===== config.mk =====
export PLATFORM = sky130hd
export DESIGN_NAME = multi_delay_counter
export DESIGN_NICKNAME = d
export VERILOG_FILES = /design/src/rtl/delay_pkg.sv /design/src/rtl/delay_channel.sv /design/src/rtl/multi_delay_counter.sv
export SDC_FILE = /design/constraint.sdc
export NUM_CORES = 1
export LEC_CHECK = 0
export CAP_MARGIN = 30
export CORE_MARGIN = 1
export CORE_UTILIZATION = 58
export DETAILED_ROUTE_END_ITERATION = 12
export PLACE_DENSITY = 0.8
export SLEW_MARGIN = 25
export SYNTH_ARGS = -nofsm -noshare
export SYNTH_HDL_FRONTEND = slang
export SYNTH_SLANG_ARGS = --single-unit

===== constraint.sdc =====
create_clock -name i_clk -period 3.1 [get_ports i_clk]
set_clock_uncertainty 0.15 [all_clocks]
set_input_delay 0.31 -clock i_clk [delete_from_list [all_inputs] [get_ports i_clk]]
set_output_delay 0.31 -clock i_clk [all_outputs]
set_load 0.01 [all_outputs]

===== src/rtl/delay_pkg.sv =====
// delay_pkg: shared constants, channel state encoding and the effective
// latency helper for multi_delay_counter.
package delay_pkg;

  localparam int          LFSR_W    = 16;
  // Galois feedback mask for x^16 + x^14 + x^13 + x^11 + 1 (right-shifting).
  localparam logic [15:0] LFSR_TAPS = 16'hB400;

  typedef enum logic {DLY_IDLE, DLY_RUN} dly_state_e;

  // Effective latency L. Arguments are zero-extended to 16 bits by the caller
  // and the 17-bit result is truncated to CNT_WIDTH+1 bits there.
  // Fixed mode: max(bound, 1). Random mode: (rnd & bound) + 1.
  function automatic logic [16:0] dly_eff_len(input logic [15:0] bound,
                                              input logic [15:0] rnd,
                                              input logic        rand_mode);
    if (rand_mode)        return {1'b0, rnd & bound} + 17'd1;
    else if (bound == '0) return 17'd1;
    else                  return {1'b0, bound};
  endfunction

endpackage


===== src/rtl/delay_channel.sv =====
// delay_channel: one latency channel. Accepts a start pulse, latches the
// effective latency L and raises o_done exactly L cycles after the start.
// Ports:
//   i_clk, i_rst_n : clock, async active-low reset
//   i_start        : 1-cycle start request
//   i_bound        : latency bound (sampled with i_start)
//   i_rnd          : pseudo-random value for this channel (sampled with i_start)
//   i_rand         : random-latency mode select (sampled with i_start)
//   i_cancel       : abort; highest priority, masks o_done
//   o_busy         : channel is counting
//   o_done         : 1-cycle completion pulse
module delay_channel
  import delay_pkg::*;
#(
  parameter int CNT_WIDTH = 8
) (
  input  logic                 i_clk,
  input  logic                 i_rst_n,
  input  logic                 i_start,
  input  logic [CNT_WIDTH-1:0] i_bound,
  input  logic [CNT_WIDTH-1:0] i_rnd,
  input  logic                 i_rand,
  input  logic                 i_cancel,
  output logic                 o_busy,
  output logic                 o_done
);

  localparam int LW = CNT_WIDTH + 1;  // holds L up to 2^CNT_WIDTH

  dly_state_e    r_state, w_state_nxt;
  logic [LW-1:0] r_cnt, w_cnt_nxt;
  logic [LW-1:0] r_len, w_len_nxt;
  logic [LW-1:0] w_len_new;
  logic          w_done_raw;
  logic          w_accept;

  assign w_len_new  = LW'(dly_eff_len(16'(i_bound), 16'(i_rnd), i_rand));
  assign w_done_raw = (r_state == DLY_RUN) && (r_cnt == r_len - LW'(1));
  // Restart is allowed on the done cycle so back-to-back runs keep o_busy high.
  assign w_accept   = i_start && !i_cancel && ((r_state == DLY_IDLE) || w_done_raw);

  assign o_busy = (r_state == DLY_RUN);
  assign o_done = w_done_raw && !i_cancel;

  always_ff @(posedge i_clk or negedge i_rst_n) begin
    if (!i_rst_n) begin
      r_state <= DLY_IDLE;
      r_cnt   <= '0;
      r_len   <= '0;
    end else begin
      r_state <= w_state_nxt;
      r_cnt   <= w_cnt_nxt;
      r_len   <= w_len_nxt;
    end
  end

  always_comb begin
    w_state_nxt = r_state;
    w_cnt_nxt   = r_cnt;
    w_len_nxt   = r_len;
    if (i_cancel) begin
      w_state_nxt = DLY_IDLE;
      w_cnt_nxt   = '0;
    end else if (w_accept) begin
      w_state_nxt = DLY_RUN;
      w_cnt_nxt   = '0;
      w_len_nxt   = w_len_new;
    end else if (w_done_raw) begin
      w_state_nxt = DLY_IDLE;
      w_cnt_nxt   = '0;
    end else if (r_state == DLY_RUN) begin
      w_cnt_nxt   = r_cnt + LW'(1);
    end
  end

endmodule


===== src/rtl/multi_delay_counter.sv =====
// multi_delay_counter: CHANNELS independent latency generators sharing one
// free-running 16-bit Galois LFSR used for random-latency mode.
// Ports:
//   i_clk, i_rst_n : clock, async active-low reset
//   i_start        : per-channel 1-cycle start pulse
//   i_bound        : per-channel bound, channel c in [c*CNT_WIDTH +: CNT_WIDTH]
//   i_rand         : per-channel random-latency mode select
//   i_cancel       : per-channel abort
//   o_busy         : per-channel counting flag
//   o_done         : per-channel 1-cycle completion pulse
module multi_delay_counter
  import delay_pkg::*;
#(
  parameter int          CHANNELS  = 2,
  parameter int          CNT_WIDTH = 8,
  parameter logic [15:0] LFSR_SEED = 16'hACE1
) (
  input  logic                          i_clk,
  input  logic                          i_rst_n,
  input  logic [CHANNELS-1:0]           i_start,
  input  logic [CHANNELS*CNT_WIDTH-1:0] i_bound,
  input  logic [CHANNELS-1:0]           i_rand,
  input  logic [CHANNELS-1:0]           i_cancel,
  output logic [CHANNELS-1:0]           o_busy,
  output logic [CHANNELS-1:0]           o_done
);

  logic [LFSR_W-1:0]                   r_lfsr;
  logic [CHANNELS-1:0][CNT_WIDTH-1:0]  w_rnd;

  // Advances every cycle regardless of channel activity.
  always_ff @(posedge i_clk or negedge i_rst_n) begin
    if (!i_rst_n) r_lfsr <= LFSR_SEED;
    else          r_lfsr <= (r_lfsr >> 1) ^ (r_lfsr[0] ? LFSR_TAPS : '0);
  end

  for (genvar c = 0; c < CHANNELS; c++) begin : g_ch
    // Channel c sees the LFSR rotated right by c so channels draw different values.
    for (genvar b = 0; b < CNT_WIDTH; b++) begin : g_rot
      assign w_rnd[c][b] = r_lfsr[(b + c) % LFSR_W];
    end

    delay_channel #(.CNT_WIDTH(CNT_WIDTH)) u_ch (
      .i_clk    (i_clk),
      .i_rst_n  (i_rst_n),
      .i_start  (i_start[c]),
      .i_bound  (i_bound[c*CNT_WIDTH +: CNT_WIDTH]),
      .i_rnd    (w_rnd[c]),
      .i_rand   (i_rand[c]),
      .i_cancel (i_cancel[c]),
      .o_busy   (o_busy[c]),
      .o_done   (o_done[c])
    );
  end

endmodule


# --- Yosys cells after proc, flatten, opt, wreduce, memory -nomap -nowiden ---
# Cells that the tools add are included.
totals:
  reg_bits: 54
  in_bits: 24
  output_inout_bits: 4
  wordCells: 61
classes:
  n_addsub: 6
  n_eq_ne: 2
  n_mux: 19
  bitwise_logic: 7
  reduce_logical: 20
ops:
  columns: ["cell", "count"]
  rows:
  - ["$mux 9", 10]
  - ["$add 9x1->9 const B", 4]
  - ["$eq 9x9->1", 2]
  - ["$sub 9x1->9 const B", 2]
  - ["$and 8x8->8", 2]
  - ["$logic_not 8->1", 2]
  - ["$mux 16", 1]
  - ["$mux 8", 2]
  - ["$xor 15x16->16", 1]
  - ["$logic_and 1x1->1", 8]
  - ["$reduce_bool 4->1", 2]
  - ["$mux 1", 6]
  - ["$reduce_bool 3->1", 2]
  - ["$not 1->1", 4]
  - ["$reduce_and 2->1", 2]
  - ["$logic_not 1->1", 2]
  - ["$logic_or 1x1->1", 2]

# --- Logic depth before layout (Yosys ltp) ---
logic_depth:
  word_depth: 7
  ltp_mapped: 11

# --- Modules after synthesis ---
# Synthesis repeated with hierarchy kept, for this count alone.
hier_totals:
  hier_cells: 469
  hier_area_um2: 3952.5
by_module_without_submodules:
  columns: ["mod", "n_inst", "cells_per_inst", "area_each_um2", "seq_area_each_um2"]
  rows:
  - ["delay_channel", 2, 225, 1757.9, 475.5]
  - ["multi_delay_counter", 1, 19, 436.7, 410.4]

# --- Least setup slack after synthesis ---
# OpenSTA, ideal clock, no wires.
synth_timing:
  path_kind: "flip-flop to flip-flop"
  start: "register g_ch[0].u_ch.r_len[0]"
  end: "register g_ch[0].u_ch.r_len[0]"
  setup_time_ps: 128
  t_arrival_ps: 2425
  slack_ps: 397
  path_stages_with_launch: 12
  path_cell_list: "dfrtp_1 -> inv_1 -> ha_1 -> buf_2 -> nor4b_2 -> a31oi_1 -> a221oi_1 -> a221o_1 -> nand4_1 -> a21o_1 -> buf_2 -> mux2_1"
synth_between:
  elab_chain_cells: 6
synth_lines:
  columns: ["item", "line_no", "source"]
  rows:
  - ["from (decl)", "delay_channel.sv:32", "logic [LW-1:0] r_len, w_len_nxt;"]
  - ["from (signal assigned)", "delay_channel.sv:53", "r_len <= w_len_nxt;"]
  - ["$sub 9x1->9", "delay_channel.sv:38", "assign w_done_raw = (r_state == DLY_RUN) && (r_cnt == r_len - LW'(1));"]
  - ["$eq 9x9->1", "delay_channel.sv:38", null]
  - ["$logic_and 1x1->1", "delay_channel.sv:38", null]
  - ["$logic_or 1x1->1", "delay_channel.sv:40", "assign w_accept = i_start && !i_cancel && ((r_state == DLY_IDLE) || w_done_raw);"]
  - ["$logic_and 1x1->1", "delay_channel.sv:40", null]
  - ["$reduce_and 2->1 (no source line)", null, null]
# No other way between the ends.
# A chain may end at the register's enable or synchronous reset.

# --- Worst setup path in the final report ---
layout_timing:
  start: "register g_ch[1].u_ch.r_len[2]"
  end: "output o_done[1]"
layout_between:
  elab_chain_cells: 4
layout_lines:
  columns: ["item", "line_no", "source"]
  rows:
  - ["from (decl)", "delay_channel.sv:32", null]
  - ["from (signal assigned)", "delay_channel.sv:53", null]
  - ["$sub 9x1->9", "delay_channel.sv:38", null]
  - ["$eq 9x9->1", "delay_channel.sv:38", null]
  - ["$logic_and 1x1->1", "delay_channel.sv:38", null]
  - ["$logic_and 1x1->1", "delay_channel.sv:43", "assign o_done = w_done_raw && !i_cancel;"]
  - ["to (decl)", "multi_delay_counter.sv:25", "output logic [CHANNELS-1:0] o_done"]
# No other way between the ends.

==> reports/summary.txt <==
Initial core utilization: 0.5999
Area of the die: 6001 um^2
Post-synthesis instance area: 3303 um^2
Crit. End Element: primary output
Core area: 5507 um^2
Setup TNS: 0 ns
DR WL/cell: 15.44 um
Layout Cells excl Fill: 454
Min-delay src: r_lfsr[12]$_DFF_PN0_
F_max: 335.2 MHz
Syn Nets: 378
H-tree lvl count: 2
Num ports: 28
Sink Count: 54
CP arrival: 2.52 ns
Vias in the first global route: 2700
Setup CP Type: reg2out
Critical path buffers and inverters: 2
R2r setup slk: 0.17 ns
Commonest non-fill, non-tap cell in the layout: dfrtp_1
Clock Latency Late Sink: 0.31 ns
Antenna-violating nets left: 0
Final Wtd Congestion: 0.8743
Post-synth EDFFs: 0
Placed instance count: 442
Root Driver: clkbuf_8
Status: completed
Port-buffer cells: 27
Synth warnings: 0
Die width: 77.47 um
Drt pass-1 iters: 7
Gr ovfl total: 0
Routed wire length: 7009 um
FP Rows: 27
Sequential-to-total area share from yosys stat: 0.4121
Top-area cell type share of the netlist area: 0.3485
Critical R2R Launch: g_ch[1].u_ch.r_len[2]$_DFFE_PN0P_
First-pass GRT wire length: 12400 um
CTS tree: yes
Drt first-iter violations: 217
Leakage power: 1.600 nW
Synth Register Bits: 54
Startpoint Class: flip-flop
CP Capture Point: o_done[1]
Yosys top cell by area: dfrtp_1
N_diodes: 0
Design Area, Final: 3795 um^2
WP data required: 2.64 ns
Pins Over Slew Limit: 0
Period minus WS final: 2.983 ns
Worst Setup SP: g_ch[1].u_ch.r_len[2]$_DFFE_PN0P_
Synth area leaders: dfrtp_1 (35%), dfstp_2 (6.4%), xnor2_1 (4.5%)
Largest net degree at the start of global routing: 41
GR Util All Layers: 0.2609
Post-synth top flop: dfrtp_1
Hold violation count in the final report: 0
CTS buffer count: 5
Worst rel slew slack: 0.4446
Post-layout util: 0.6892
CP Max Fanout: 7
# nets final: 411
Period utilization: 0.9623
Yosys cell types: 56
Gate Count Post-Synth: 348
Path length in cells of the critical path: 7
RR Endpoint: g_ch[1].u_ch.r_len[0]$_DFFE_PN0P_
Crit path max-delay cell type: dfrtp_1
Area Growth Syn to Fin: 14.89%
Worst path max stage delay: 0.48 ns
Worst min-delay path class: reg2reg
Most frequent cells in the layout: dfrtp_1 (44), nand2_1 (26), clkdlybuf4s50_1 (24)
FF-to-FF path depth: 8
Least-Margin Pin Slew: 0.8331 ns
Synth async-reset ratio: 1.000
Clock Tree Buf Depth: 2
Worst-path cell chain: nor4_1 > o21ai_0 > a2111oi_1 > buf_4 > nand4_4 > nor3b_1 > dlygate4sd2_1
Tightest hold margin: 0.2270 ns
Unrepaired setup endpoints after global routing: no
# Max-Cap Violations: 0
Detail Placement HPWL: 5105 um
Total number of vias: 2768
Peak VDD IR: 0.3085 mV
Die height: 77.47 um
Initial antenna violation count: 0
Final worst slack: 0.1168 ns
Fraction of layout cells with a size suffix above 1: 0.1204
CTS clk-pin slew, worst paths: 0.10 ns
Drt drc: 0
Power Density: 488.0 nW/um^2
CP top delay family: simple AND/OR/NAND/NOR gates
Avg Cell Area, Syn: 9.492 um^2
Vias per cell: 6.097
Dpl ws: 0.2040 ns
Setup violators final: 0
Total Power: 1.852 mW
Placed cell areas: 3649 um^2
[sequential cells by signal (all words and copies together) (netlist names)]
name / flops
g_ch.u_ch.r_cnt: 18
g_ch.u_ch.o_busy: 2
r_lfsr: 16
g_ch.u_ch.r_len: 18
[synthesized netlist by cell type, drive strengths merged, types with 2 or more instances]
| cell type | instances |
|---|---|
| a211o | 4 |
| a211oi | 2 |
| a21o | 2 |
| a21oi | 16 |
| a221o | 2 |
| a31oi | 8 |
| a32o | 2 |
| and2 | 3 |
| and3 | 4 |
| buf | 9 |
| clkbuf | 4 |
| dfrtp | 46 |
| dfstp | 8 |
| ha | 6 |
| inv | 16 |
| mux2 | 14 |
| mux2i | 8 |
| nand2 | 26 |
| nand2b | 6 |
| nand3 | 18 |
| nand3b | 3 |
| nand4 | 7 |
| nor2 | 22 |
| nor2b | 4 |
| nor3 | 16 |
| nor3b | 2 |
| nor4 | 6 |
| nor4b | 2 |
| o21ai | 21 |
| o21bai | 4 |
| o22ai | 4 |
| o2bb2ai | 2 |
| or2 | 4 |
| or3 | 4 |
| xnor2 | 17 |
| xor2 | 15 |
[worst min path at each step]
stage | endpoint | depth (start not counted)
floorplan | g_ch[0].u_ch.o_busy$_DFFE_PN0P_ | 0
global placement | r_lfsr[11]$_DFF_PN1_ | 0
detailed placement | r_lfsr[8]$_DFF_PN0_ | 0
CTS | r_lfsr[11]$_DFF_PN1_ | 0
global route | r_lfsr[11]$_DFF_PN1_ | 0
finish | r_lfsr[11]$_DFF_PN1_ | 0
[layout make-up]
type,instances,area (um^2)
Fill cell,443,1712
Inverter,16,60.06
Multi-Input combinational cell,265,1827
Clock inverter,2,16.27
Tap cell,72,90.09
Timing Repair Buffer,39,355.3
Clock buffer,6,82.58
Sequential cell,54,1364
[report_power, final]
group          switching, mW  internal (mW)
registers             0.0950          0.767
logic                  0.287          0.281
clock network          0.238          0.184
[worst register-to-register path, stage by stage, from the launching register on]
cell and delay (ns):
dfrtp_1 0.48, nor4_1 0.45, o21ai_0 0.14, a2111oi_1 0.39
buf_4 0.19, nand4_4 0.10, buf_4 0.19, a21oi_4 0.39
mux2_4 0.34
[cell families (layout without fill, tap and decap cells)]
group,Yosys count,in the layout,share of synthesized area
compound gates,77,77,0.1557
xor+xnor,32,32,0.08485
fa+ha+maj,6,6,0.02273
buf+inv,29,63,0.03939
flops,54,54,0.4121
mux,22,22,0.07993
simple gates,128,128,0.2053
[layer usage]
| metal | global-route usage | up-vias | routed length [um] |
|---|---|---|---|
| li1 | - | 1322 | - |
| met1 | 0.3387 | 1326 | 3235 |
| met2 | 0.4372 | 94 | 3299 |
| met3 | 0.04706 | 26 | 276 |
| met4 | 0.09057 | 0 | 197 |
| met5 | 0 | - | 0 |
[what timing repair did]
action | in CTS | in global routing
hold buffers | 1 | 0
endpoints found under the setup margin | 2 | 0
hold endpoints to repair | 30 | 0
setup buffers | 3 | 0
resized for setup | 6 | 0
No activity file was read; power rests on OpenSTA's default activity.
